==> config.mk <==
export PLATFORM = sky130hd
export DESIGN_NAME = hazard_ctrl
export DESIGN_NICKNAME = d
export VERILOG_FILES = /design/src/rtl/hazard_ctrl_pkg.sv /design/src/rtl/hazard_ctrl_mdu_sequencer.sv /design/src/rtl/hazard_ctrl.sv
export SDC_FILE = /design/constraint.sdc
export NUM_CORES = 1
export LEC_CHECK = 0
export CAP_MARGIN = 20
export CORE_MARGIN = 2
export CORE_UTILIZATION = 25
export CTS_BUF_LIST = sky130_fd_sc_hd__clkbuf_4
export DETAILED_ROUTE_END_ITERATION = 8
export DONT_BUFFER_PORTS = 1
export PLACE_DENSITY = 0.43
export SYNTH_ARGS = -nofsm -noshare
export SYNTH_HDL_FRONTEND = slang
export SYNTH_SLANG_ARGS = --single-unit
==> constraint.sdc <==
create_clock -name clk -period 1.85 [get_ports clk]
set_clock_uncertainty 0.05 [all_clocks]
set_input_delay 0.0925 -clock clk [delete_from_list [all_inputs] [get_ports clk]]
set_output_delay 0.0925 -clock clk [all_outputs]
set_load 0.1 [all_outputs]
==> src/rtl/hazard_ctrl_pkg.sv <==
// Shared types and defaults for the pipeline hazard controller.
package hazard_ctrl_pkg;

    // MDU sequencer states.
    typedef enum logic {
        MDU_IDLE = 1'b0,
        MDU_BUSY = 1'b1
    } mdu_state_t;

    // Default MDU latencies in cycles.
    localparam int MUL_CYCLES_DEF = 4;
    localparam int DIV_CYCLES_DEF = 32;

endpackage

==> src/rtl/hazard_ctrl_mdu_sequencer.sv <==
// MULT/DIV sequencer: tracks one in-flight MDU operation with a down-counter
// and pulses done in the last busy cycle, when HI/LO are written.
module mdu_sequencer
    import hazard_ctrl_pkg::*;
#(
    parameter int MUL_CYCLES = MUL_CYCLES_DEF,
    parameter int DIV_CYCLES = DIV_CYCLES_DEF,
    parameter int CNT_W      = $clog2(DIV_CYCLES)
) (
    input  logic clk,
    input  logic rst,
    input  logic start,
    input  logic is_div,
    output logic busy,
    output logic done
);

    localparam logic [CNT_W-1:0] MUL_LOAD = CNT_W'(MUL_CYCLES - 1);
    localparam logic [CNT_W-1:0] DIV_LOAD = CNT_W'(DIV_CYCLES - 1);

    mdu_state_t       state_q, state_d;
    logic [CNT_W-1:0] cnt_q, cnt_d;

    // State and counter registers; reset aborts any operation in flight.
    always_ff @(posedge clk) begin
        if (rst) begin
            state_q <= MDU_IDLE;
            cnt_q   <= '0;
        end else begin
            state_q <= state_d;
            cnt_q   <= cnt_d;
        end
    end

    // Next state, counter load/decrement, busy and done decode.
    always_comb begin
        state_d = state_q;
        cnt_d   = cnt_q;
        busy    = (state_q == MDU_BUSY);
        done    = 1'b0;
        case (state_q)
            MDU_IDLE: begin
                if (start) begin
                    state_d = MDU_BUSY;
                    cnt_d   = is_div ? DIV_LOAD : MUL_LOAD;
                end
            end
            MDU_BUSY: begin
                if (cnt_q == '0) begin
                    done    = 1'b1;
                    state_d = MDU_IDLE;
                end else begin
                    cnt_d = cnt_q - CNT_W'(1);
                end
            end
            default: state_d = MDU_IDLE;
        endcase
    end

endmodule

==> src/rtl/hazard_ctrl.sv <==
// Hazard controller for the 5-stage core: load-use stalls, taken-branch
// flushes and MDU structural stalls on HI/LO.
module hazard_ctrl
    import hazard_ctrl_pkg::*;
#(
    parameter int MUL_CYCLES = MUL_CYCLES_DEF,
    parameter int DIV_CYCLES = DIV_CYCLES_DEF,
    parameter int CNT_W      = $clog2(DIV_CYCLES)
) (
    input  logic       clk,
    input  logic       rst,
    input  logic [4:0] rs_ID,
    input  logic [4:0] rt_ID,
    input  logic       use_rs_ID,
    input  logic       use_rt_ID,
    input  logic       ctrlMemRead_ID_EX,
    input  logic [4:0] rd_ID_EX,
    input  logic       branch_taken_EX,
    input  logic       mdu_op_ID,
    input  logic       mdu_is_div_ID,
    input  logic       hilo_use_ID,
    output logic       stall_PC,
    output logic       stall_IF_ID,
    output logic       bubble_ID_EX,
    output logic       flush_IF_ID,
    output logic       mdu_start,
    output logic       mdu_busy,
    output logic       mdu_done
);

    logic lu, sh, stall, advance, start;
    logic seq_busy, seq_done;

    mdu_sequencer #(
        .MUL_CYCLES (MUL_CYCLES),
        .DIV_CYCLES (DIV_CYCLES),
        .CNT_W      (CNT_W)
    ) u_seq (
        .clk    (clk),
        .rst    (rst),
        .start  (start),
        .is_div (mdu_is_div_ID),
        .busy   (seq_busy),
        .done   (seq_done)
    );

    // Hazard detection; a taken branch squashes the younger ID instruction,
    // so it overrides any stall. Everything is held low during reset.
    always_comb begin
        lu = ctrlMemRead_ID_EX && (rd_ID_EX != 5'd0) &&
             ((use_rs_ID && (rs_ID == rd_ID_EX)) ||
              (use_rt_ID && (rt_ID == rd_ID_EX)));
        sh      = seq_busy && (mdu_op_ID || hilo_use_ID);
        stall   = (lu || sh) && !branch_taken_EX;
        advance = !stall && !branch_taken_EX;
        start   = !rst && advance && mdu_op_ID && !seq_busy;

        stall_PC     = !rst && stall;
        stall_IF_ID  = !rst && stall;
        bubble_ID_EX = !rst && (stall || branch_taken_EX);
        flush_IF_ID  = !rst && branch_taken_EX;
        mdu_start    = start;
        mdu_busy     = !rst && seq_busy;
        mdu_done     = !rst && seq_done;
    end

endmodule
# == Word level (Yosys, flattened, before mapping) ==
# Cells that the tools add are included.
# word_totals
register_bits,6
latchBits,0
ramBits,0
mem_bits_ro,0
inputBits,24
out_inout_bits,7
elab_cells,43
n_memories,0
# op_classes
n_addsub,1
multipliers,0
div,0
order_cmp,0
eq_ne,4
shift,0
muxes,9
bitwise,1
reduce_logical,26
# op_table
op,count
$logic_and A1 B1 Y1,15
$mux W5,3
$eq A5 B5 Y1,2
$pmux W5 S2,1
$logic_not A5 Y1,1
$reduce_bool A5 Y1,1
$sub A5 B1 Y5 const B,1
$logic_not A1 Y1,4
$logic_or A1 B1 Y1,4
$mux W1,4
$ne A2 B2 Y1 const B,2
$pmux W1 S2,1
$reduce_and A2 Y1,1
$not A1 Y1,1

# == Logic depth before layout (Yosys ltp) ==
# Gate-level depths: netlist of run 1.
# logic_depth
word_depth,13
mapped_depth,7
depth_no_buf,6

# == By module ==
# From an unflattened synthesis of run 1, not the netlist that was laid out.
# unflattened
hier_cells,66
hier_area_um2,541.8
# modules_own_cells
module,instances,cells_each,area_each_um2,seq_area_each_um2
mdu_sequencer,1,37,332.8,120.1
hazard_ctrl,1,29,209.0,0.0

# == Least setup slack after synthesis of run 1 ==
# OpenSTA, ideal clock, no wires.
# synth_path
path_kind,flip-flop to output port
from,reg u_seq.state_q (netlist: u_seq.busy)
to,out mdu_done
arrival_ps,3209
t_required_ps,1707
path_slack_ps,-1502
stages_incl_launch_ff,4
n_path_buf,1
path_cell_list,dfxtp_1 -> clkdlybuf4s50_2 -> nor2b_1 -> and3_1
# synth_between
elab_chain_cells,2
# synth_rtl
element,line,rtl
from (decl),hazard_ctrl_mdu_sequencer.sv:21,"mdu_state_t state_q, state_d;"
from (signal assigned),hazard_ctrl_mdu_sequencer.sv:30,state_q <= state_d;
$mux W1,hazard_ctrl_mdu_sequencer.sv:41,case (state_q)
$logic_and A1 B1 Y1,hazard_ctrl.sv:64,mdu_done = !rst && seq_done;
to (decl),hazard_ctrl.sv:28,output logic mdu_done
# Every way passes these cells.

# == Worst setup path after layout of run 1 ==
# layout_path
from,reg u_seq.state_q (netlist: u_seq.busy)
to,out mdu_start
# layout_between
elab_chain_cells,8
word_cells_on_any_way,9
classes_between,reduce/logical (9)
# layout_rtl
element,line,rtl
$logic_and A1 B1 Y1,hazard_ctrl.sv:53,sh = seq_busy && (mdu_op_ID || hilo_use_ID);
$logic_or A1 B1 Y1,hazard_ctrl.sv:54,stall = (lu || sh) && !branch_taken_EX;
$logic_and A1 B1 Y1,hazard_ctrl.sv:54,
$logic_not A1 Y1,hazard_ctrl.sv:55,advance = !stall && !branch_taken_EX;
$logic_and A1 B1 Y1,hazard_ctrl.sv:55,
$logic_and A1 B1 Y1 (2 in a row),hazard_ctrl.sv:56,start = !rst && advance && mdu_op_ID && !seq_busy;
$logic_and A1 B1 Y1 *,hazard_ctrl.sv:56,
to (decl),hazard_ctrl.sv:26,"output logic mdu_start,"
# Every way passes the cells marked *; elsewhere a longest branch is shown, timed or not.

==> results.md, run 1 <==
* Status: complete, no violations
* Fin worst setup slack at 149 ps
* Hpwl dp at 1040 um
* Gate power share at 0.399
* Pre-CTS setup slack at 81.0 ps
* Core area at 0.00215 mm2
* Hold violation count in the final report at 0
* Vias at 527
* Final min period at 1700 ps
* I/O pin total at 31
* Antenna violations before repair at 0
* Internal at 291 uW
* Switching pwr at 182 uW
* Register-to-register setup slack at 150 ps
* Syn avg cell area at 7.90 um2
* Slew Viols, Final at 0
* Max Freq at 588 MHz
* Synth Net Count at 96
* Switching Fraction at 0.385
* Area grow syn2layout at 27.4%
* Worst-path fanout max at 9
* CTS tree: built
* Clock buffer depth at 2
* Die area at 0.00260 mm2
* Leakage at 0.000278 uW
* Starting Density at 0.257
* Routability cong. at 0.775
* Total setup buffers inserted after CTS at 0
* Crit path DAT at 1560 ps
* Yosys top cell area share at 0.217
* DR pass1 iterations at 2
* Worst-Margin Slew at 386 ps
* FP Rows at 17
* Crit. End Element: primary output
* Number of synthesized register bits at 6
* # nets final at 104
* Max-cap violations at 0
* Cell taking the most area after synthesis: dfxtp_1
* Post-synth top cells: 8 x xor2_1, 7 x nor2_1, 6 x dfxtp_1, 4 x inv_1, 4 x nor3_1
* Clk pwr share at 0.262
* GRT Util Overall at 0.108
* Post-route cell area at 704 um2
* Iter 0 DRT Violations at 9
* Die X at 51.0 um
* First-pass GRT wire length at 2050 um
* Routed length per placed instance at 12.0 um
* Post-detailed-routing wire length at 1250 um
* CTS Sinks at 6
* Skew-Pair Late Insertion Delay at 250 ps
* Placed Area at 672 um2
* CP endpoint: mdu_start
* Yosys Warn Count at 0
* Final Cycle Share at 0.920
* CP Launch Point: u_seq.busy
* R2R depth at 5
* Post-DRT Antenna Nets at 0
* Synth async-reset ratio at 0
* DRC viols at 0
* Syn Inst Count at 70
* Num CTS Buffers at 3
* Final setup viols at 0
* Rel. slew slack at 0.741
* VDD IR-drop max at 0.231 mV
* CTS Root Cell: clkbuf_4
* Seq/Total Area, Yosys at 0.217
* Top post-synthesis cells by area: dfxtp_1 22%, xor2_1 13%, nor2_1 4.8%
* Mapped Area at 553 um2
* Worst reg2reg startpoint: u_seq.cnt_q[2]
* Yosys cell types at 32
* EDFF count, synth at 0
* Unrepaired setup endpoints after global routing: false
* Reg2reg end: u_seq.cnt_q[3]
* CTS H-tree lvls at 1
* Most common flop cell mapped by yosys: dfxtp_1
* Layout cell share with drive strength beyond 1 at 0.250
* Critical Path RT at 1710 ps
* Most frequent cell after synthesis: xor2_1
* Critical setup path kind: reg2out
* Grt ovf at 0
* Antenna diode count at 0
* Clock Pin Slew Worst Setup and Hold Paths at 50 ps
* Worst hold slack at 48.8 ps
* Chip height at 51.0 um
* Setup crit start kind: flip-flop
* Vias per cell at 5.07
* Power per cell area at 672 mW/mm2
* Largest net degree at the start of global routing at 10
* Hold crit path type: in2reg
* Vias in the first global route at 548
* Seq pwr share at 0.338
* Port Buf Inserts at 0
## worst min-delay path by stage
stage	start	to	slack [ps]	cells past startpoint
final	rst	u_seq.cnt_q[4]	50	2
after floorplan	branch_taken_EX	stall_IF_ID	380	2
after global routing	rst	u_seq.cnt_q[4]	70	2
after detailed placement	rst	u_seq.cnt_q[1]	120	1
after global placement	rst	u_seq.cnt_q[1]	110	1
after CTS	rst	u_seq.cnt_q[4]	30	2
## stage by stage
stage | util | instances | power [uW] | TNS (ps)
2_1_floorplan | - | 70 | 318 | -315
3_3_place_gp | 0.313 | 100 | 350 | 0
3_5_place_dp | 0.313 | 100 | 349 | 0
4_1_cts | 0.328 | 104 | 478 | 0
5_1_grt | 0.328 | 104 | 507 | 0
6_report | 0.328 | 104 | 473 | 0
## area by class of cell
| type | count | area [um2] |
|---|---|---|
| Inverter | 4 | 18.8 |
| Clock buffer | 3 | 22.5 |
| Multi-Input combinational cell | 56 | 415 |
| Tap cell | 28 | 35.0 |
| Timing Repair Buffer | 7 | 92.6 |
| Sequential cell | 6 | 120 |
| Fill cell | 237 | 1440 |
## cell usage in the layout, fill, tap and decap left out, types with 2 or more instances in the layout
master,instances
xor2_1,8
nor2_1,6
dfxtp_1,6
nor3_1,4
inv_1,3
nand3_1,3
nand2_1,3
clkbuf_4,3
buf_12,3
buf_4,3
nor4_1,2
xnor2_1,2
o21a_1,2
o21ai_0,2
a211o_1,2
and3_1,2
ha_1,2
## power groups by stage
| stage | combinational (uW) | clock (uW) | sequential, uW |
|---|---|---|---|
| finish | 189 | 124 | 160 |
| CTS | 190 | 128 | 160 |
| global placement | 188 | 0 | 162 |
| detailed placement | 187 | 0 | 162 |
| floorplan | 163 | 0 | 156 |
| global route | 207 | 137 | 163 |
## per-layer routing
metal	GRT usage	routed length [um]	vias to the layer above
met1	0.127	558	237
li1	-	-	260
met5	0	0	-
met2	0.162	535	25
met4	0.0946	47	0
met3	0.0234	112	5
## sequential cells by signal, summed over array words and instances, names as in the netlist
register / count
u_seq.busy: 1
u_seq.cnt_q: 5
## kinds of logic (layout without fill, tap and decap cells)
group	Yosys count	after routing	share of synthesized area
AO/OA/AOI/OAI	13	13	0.197
AND/OR/NAND/NOR	31	31	0.305
flip-flops	6	6	0.217
XOR/XNOR	10	10	0.158
adder cells (fa/ha/maj)	2	2	0.0452
buffers and inverters	8	14	0.0769
## repair_timing
action,CTS,global route
endpoints found under the setup margin,1,0
hold endpoints to repair,3,0
resized for setup,1,0
hold buffers,1,0
## critical path, stage by stage, from the launching register on
cell and delay (ps):
dfxtp_1 460, nand3b_1 210, or2_1 290, clkinvlp_4 170, buf_12 180
Note: power is estimated with default switching activity, not from simulation.
==> inputs of run 2 (changes only) <==
--- a/config.mk
+++ b/config.mk
@@ -11,7 +11,7 @@
 export CTS_BUF_LIST = sky130_fd_sc_hd__clkbuf_4
 export DETAILED_ROUTE_END_ITERATION = 8
 export DONT_BUFFER_PORTS = 1
-export PLACE_DENSITY = 0.43
+export PLACE_DENSITY = 0.44
 export SYNTH_ARGS = -nofsm -noshare
 export SYNTH_HDL_FRONTEND = slang
 export SYNTH_SLANG_ARGS = --single-unit
==> results.md, run 2 (same netlist as run 1, synthesis figures left out) <==
* Status: complete, no violations
* Fin worst setup slack at 202 ps
* FP Rows at 17
* VDD IR-drop max at 0.262 mV
* GRT Util Overall at 0.110
* Final Cycle Share at 0.891
* Hold crit path type: in2reg
* Final min period at 1650 ps
* Hold depth at 2
* Post-route cell area at 712 um2
* CTS tree: built
* Critical setup path kind: reg2reg
* Hold violation count in the final report at 0
* Routed length per placed instance at 11.4 um
* Crit. End Element: flip-flop
* CTS Sinks at 6
* Leakage at 0.000282 uW
* Hold-fix buffers, CTS at 1
* Placed Area at 679 um2
* Largest net degree at the start of global routing at 10
* Pre-CTS setup slack at 190 ps
* Area grow syn2layout at 28.7%
* # nets final at 105
* Skew-Pair Late Insertion Delay at 240 ps
* Max reg flops at 5
* CTS H-tree lvls at 1
* Grt ovf at 0
* Total setup buffers inserted after CTS at 0
* Routability cong. at 0.718
* Commonest non-fill, non-tap cells in the layout: 8 x xor2_1, 6 x nor2_1, 6 x dfxtp_1
* Post-detailed-routing wire length at 1200 um
* Worst-Margin Slew at 336 ps
* Setup TNS at 0 ps
* Setup crit start kind: flip-flop
* Unrepaired setup endpoints after global routing: false
* Layout cell share with drive strength beyond 1 at 0.260
* Critical Path RT at 1930 ps
* Chip height at 51.0 um
* Post-DRT Antenna Nets at 0
* Num CTS Buffers at 3
* Rel. slew slack at 0.774
* Hpwl dp at 1030 um
* Iter 0 DRT Violations at 12
* Die area at 0.00260 mm2
* CP Launch Point: u_seq.cnt_q[2]
* Clock Pin Slew Worst Setup and Hold Paths at 40 ps
* Antenna violations before repair at 0
* Core area at 0.00215 mm2
* Clock buffer depth at 2
* DR pass1 iterations at 2
* Worst-path fanout max at 5
* I/O pin total at 31
* Slew Viols, Final at 0
* DRC viols at 0
* Reg2reg end: u_seq.cnt_q[3]
* CTS Root Cell: clkbuf_4
* Die X at 51.0 um
* CP endpoint: u_seq.cnt_q[3]
* Max-cap violations at 0
* R2R depth at 5
* First-pass GRT wire length at 2130 um
* Port Buf Inserts at 0
* Final setup viols at 0
* Register-to-register setup slack at 200 ps
* Power per cell area at 659 mW/mm2
* Largest Register: u_seq.cnt_q
* Post_cts resized at 0
* Vias per cell at 5.00
* Vias in the first global route at 529
* Commonest non-fill, non-tap cell in the layout: xor2_1
* Crit path DAT at 1730 ps
* Worst reg2reg startpoint: u_seq.cnt_q[2]
* Antenna diode count at 0
* Max Freq at 607 MHz
* Worst hold slack at 20.9 ps
* Vias at 525
* Starting Density at 0.257
[run 2: changes by cell type in the layout (fill, tap and decap cells not counted)]
cell   change
or2_1      -1
buf_4      +1
or2_0      +1
[run 2: how the worst min path moves through the flow]
stage	start	end	slack, ps
6_report	rst	u_seq.cnt_q[4]	20
5_1_grt	rst	u_seq.cnt_q[4]	30
4_1_cts	rst	u_seq.cnt_q[4]	6
3_5_place_dp	rst	u_seq.cnt_q[1]	110
3_3_place_gp	rst	u_seq.cnt_q[1]	110
2_1_floorplan	branch_taken_EX	stall_IF_ID	380
[run 2: power breakdown]
part	total (uW)	internal (uW)	switching (uW)
clock	120	73.3	46.7
sequential	160	146	14.0
combinational	190	73.1	117
total	469	292	177
[run 2: per-layer routing]
| layer | GRT usage | vias to the layer above | share of wire | wire length (um) |
|---|---|---|---|---|
| li1 | - | 263 | - | - |
| met2 | 0.152 | 27 | 0.45 | 541 |
| met4 | 0.108 | 0 | 0.035 | 42 |
| met3 | 0.0263 | 4 | 0.077 | 92 |
| met5 | 0 | - | 0 | 0 |
| met1 | 0.135 | 231 | 0.44 | 525 |
[run 2: worst max-delay path, stage by stage (launching register included)]
cell and delay [ps]:
dfxtp_1 340, nor3_1 330, nand2_1 150, and2_1 230
and3_1 180, a211o_1 260
[run 2: area by class of cell]
class                   count  area [um2]
fillers                   240        1440
multi-input cells          56         415
flip-flops and latches      6         120
repair buffers              8         100
well taps                  28        35.0
clock buffers               3        22.5
inverters                   4        18.8
[run 2: stage by stage]
step,power [uW],std cells,util
final,469,105,0.331
after global routing,508,105,0.331
after global placement,350,101,0.316
after CTS,475,105,0.331
after floorplan,318,70,-
after detailed placement,350,101,0.316
==> inputs of run 3 (changes only) <==
--- a/config.mk
+++ b/config.mk
@@ -11,7 +11,8 @@
 export CTS_BUF_LIST = sky130_fd_sc_hd__clkbuf_4
 export DETAILED_ROUTE_END_ITERATION = 8
 export DONT_BUFFER_PORTS = 1
-export PLACE_DENSITY = 0.44
+export PLACE_DENSITY_LB_ADDON = 0.05
 export SYNTH_ARGS = -nofsm -noshare
 export SYNTH_HDL_FRONTEND = slang
+export SYNTH_HIERARCHICAL = 1
 export SYNTH_SLANG_ARGS = --single-unit
==> constraint.sdc (replaced) <==
create_clock -name clk -period 1.76 [get_ports clk]
set_clock_uncertainty 0.05 [all_clocks]
set_input_delay 0.088 -clock clk [delete_from_list [all_inputs] [get_ports clk]]
set_output_delay 0.088 -clock clk [all_outputs]
set_load 0.1 [all_outputs]
==> results.md, run 3 <==
* Hold violation count in the final report at 1
* Crit path DAT at 1490 ps
* Final min period at 1630 ps
* Final setup viols at 0
* Placed Area at 763 um2
* Critical path's slowest cell: dfxtp_1
* Syn avg cell area at 8.21 um2
* Antenna diode count at 0
* I/O pin total at 31
* Num CTS Buffers at 3
* Die area at 0.00256 mm2
* Crit. End Element: primary output
* Post-DRT Antenna Nets at 0
* Iter 0 DRT Violations at 10
* Most common flop cell mapped by yosys: dfxtp_1
* CP max stage delay at 320 ps
* Clock buffer depth at 2
* Routability cong. at 0.742
* EDFF count, synth at 0
* Starting Density at 0.271
* Power per cell area at 573 mW/mm2
* Compound-cell area share of the yosys netlist at 0.245
* VDD IR-drop max at 0.241 mV
* Top post-synthesis cells by area: dfxtp_1 22%, xor2_1 13%, inv_1 4.2%
* Synth Area in XOR/XNOR at 0.162
* DR pass1 iterations at 4
* Grt ovf at 0
* Worst-Margin Slew at 473 ps
* Post-detailed-routing wire length at 1580 um
* Worst path top cell family by delay: simple AND/OR/NAND/NOR gates
* Synth async-reset ratio at 0
* Commonest non-fill, non-tap cell in the layout: buf_4
* Number of synthesized register bits at 6
* Chip height at 50.6 um
* Post-route cell area at 835 um2
* GRT Util Overall at 0.126
* CTS H-tree lvls at 1
* Port Buf Inserts at 0
* Core area at 0.00200 mm2
* CTS Root Cell: clkbuf_4
* Max reg flops at 5
* Setup crit start kind: flip-flop
* Largest net degree at the start of global routing at 10
* Post-synth top cells: 8 x xor2_1, 6 x dfxtp_1, 6 x inv_1, 6 x nor2_1, 3 x nor4_1
* Max Freq at 613 MHz
* Commonest non-fill, non-tap cells in the layout: 10 x buf_4, 8 x xor2_1, 6 x inv_1, 6 x dfxtp_1, 4 x nor2_1
* Post-synthesis simple-gate area fraction at 0.247
* Clock Pin Slew Worst Setup and Hold Paths at 50 ps
* FP Rows at 16
* Yosys Warn Count at 6
* Vias at 579
* First-pass GRT wire length at 2350 um
* Die X at 50.6 um
* CTS Sinks at 6
* Cell taking the most area after synthesis: dfxtp_1
* Mapped Area at 542 um2
* Syn Inst Count at 66
* Yosys cell types at 35
* Area grow syn2layout at 54.0%
* Most frequent cell after synthesis: xor2_1
* Layout cell share with drive strength beyond 1 at 0.349
* CP bufs+invs at 2
* Seq/Total Area, Yosys at 0.222
* Yosys top cell area share at 0.222
* Vias per cell at 5.26
* Vias in the first global route at 570
* Crit-path cells: inv_1 > ha_1 > nand4bb_1 > nor2_1 > nor2b_4 > buf_12
* Antenna violations before repair at 0
* Largest Register: u_seq/cnt_q
* Failing checks: negative hold slack
* Max-cap violations at 0
* CTS tree: built
* Worst-path fanout max at 3
* Adder-cell area share of the yosys netlist at 0.0231
* Mux share of post-synthesis cell area at 0.0185
* Hold crit path type: in2reg
* Final Cycle Share at 0.926
* Critical Path RT at 1620 ps
* Synth Net Count at 91
* Critical setup path kind: reg2out
* Slew Viols, Final at 0
* # nets final at 110
* Unrepaired setup endpoints after global routing: false
* Worst hold slack at -50.6 ps
* DRC viols at 0
* Largest family of logic cells by synthesized area: simple AND/OR/NAND/NOR gates
* Status: complete, but fails checks
* Rel. slew slack at 0.683
* Hpwl dp at 1130 um
* Leakage at 0.000319 uW
* Routed length per placed instance at 14.3 um
* Skew-Pair Late Insertion Delay at 250 ps
==> run 3: cell types whose count changed after synthesis, sizes merged, moves of 2 or more <==
cell  before  now
and3       3    0
inv        4    6
nor3       4    0
o21a       3    0
==> run 3: metal layers <==
metal / wire length, um / share of wire / vias up / GRT usage
met2: 778 / 0.49 / 26 / 0.193
li1: - / - / 280 / -
met5: 0 / 0 / - / 0
met1: 654 / 0.41 / 269 / 0.156
met3: 105 / 0.067 / 4 / 0.0208
met4: 39 / 0.025 / 0 / 0.0946
==> run 3: final cells by class <==
class | count | area (um2)
Inverter | 7 | 26.3
Tap cell | 27 | 33.8
Multi-Input combinational cell | 51 | 449
Timing Repair Buffer | 16 | 183
Fill cell | 215 | 1170
Sequential cell | 6 | 120
Clock buffer | 3 | 22.5
==> run 3: timing repair <==
| action | 4_1_cts | 5_1_grt |
|---|---|---|
| resized for setup | 0 | 1 |
| buffers inserted | 0 | 3 |
| hold buffers | 3 | 0 |
| setup endpoints to repair | 0 | 4 |
| hold endpoints to repair | 6 | 0 |
==> run 3: power breakdown <==
part,internal [uW],switching (uW)
registers,146,9.36
logic,81.4,106
clock network,77.7,57.4
total,306,173
==> run 3: logic make-up (layout without fill, tap and decap cells) <==
group	after synthesis	in the layout
AO/OA/AOI/OAI	17	17
AND/OR/NAND/NOR	22	22
adder cells (fa/ha/maj)	1	1
XOR/XNOR	10	10
buffers and inverters	9	26
flip-flops	6	6
multiplexers	1	1
==> run 3: final timing paths <==
kind | start | end | slack [ps] | cells after the start
setup / recovery | u_seq/cnt_q[0] | mdu_done | 130 | 6
hold / removal | mdu_is_div_ID | u_seq/cnt_q[4] | -50 | 2
setup reg to reg | u_seq/cnt_q[0] | u_seq/cnt_q[1] | 280 | 7
hold reg to reg | u_seq/cnt_q[3] | u_seq/cnt_q[3] | 460 | 2
==> run 3: per-stage QoR <==
step / setup slack (ps) / TNS (ps) / util / total power, uW / cells
after CTS: 37.8 / 0 / 0.408 / 472 / 108
final: 130 / 0 / 0.417 / 478 / 110
after global placement: 58.6 / 0 / 0.381 / 333 / 102
after floorplan: -645 / -2450 / - / 290 / 66
after detailed placement: 70.8 / 0 / 0.381 / 330 / 102
after global routing: 11.2 / 0 / 0.417 / 503 / 110
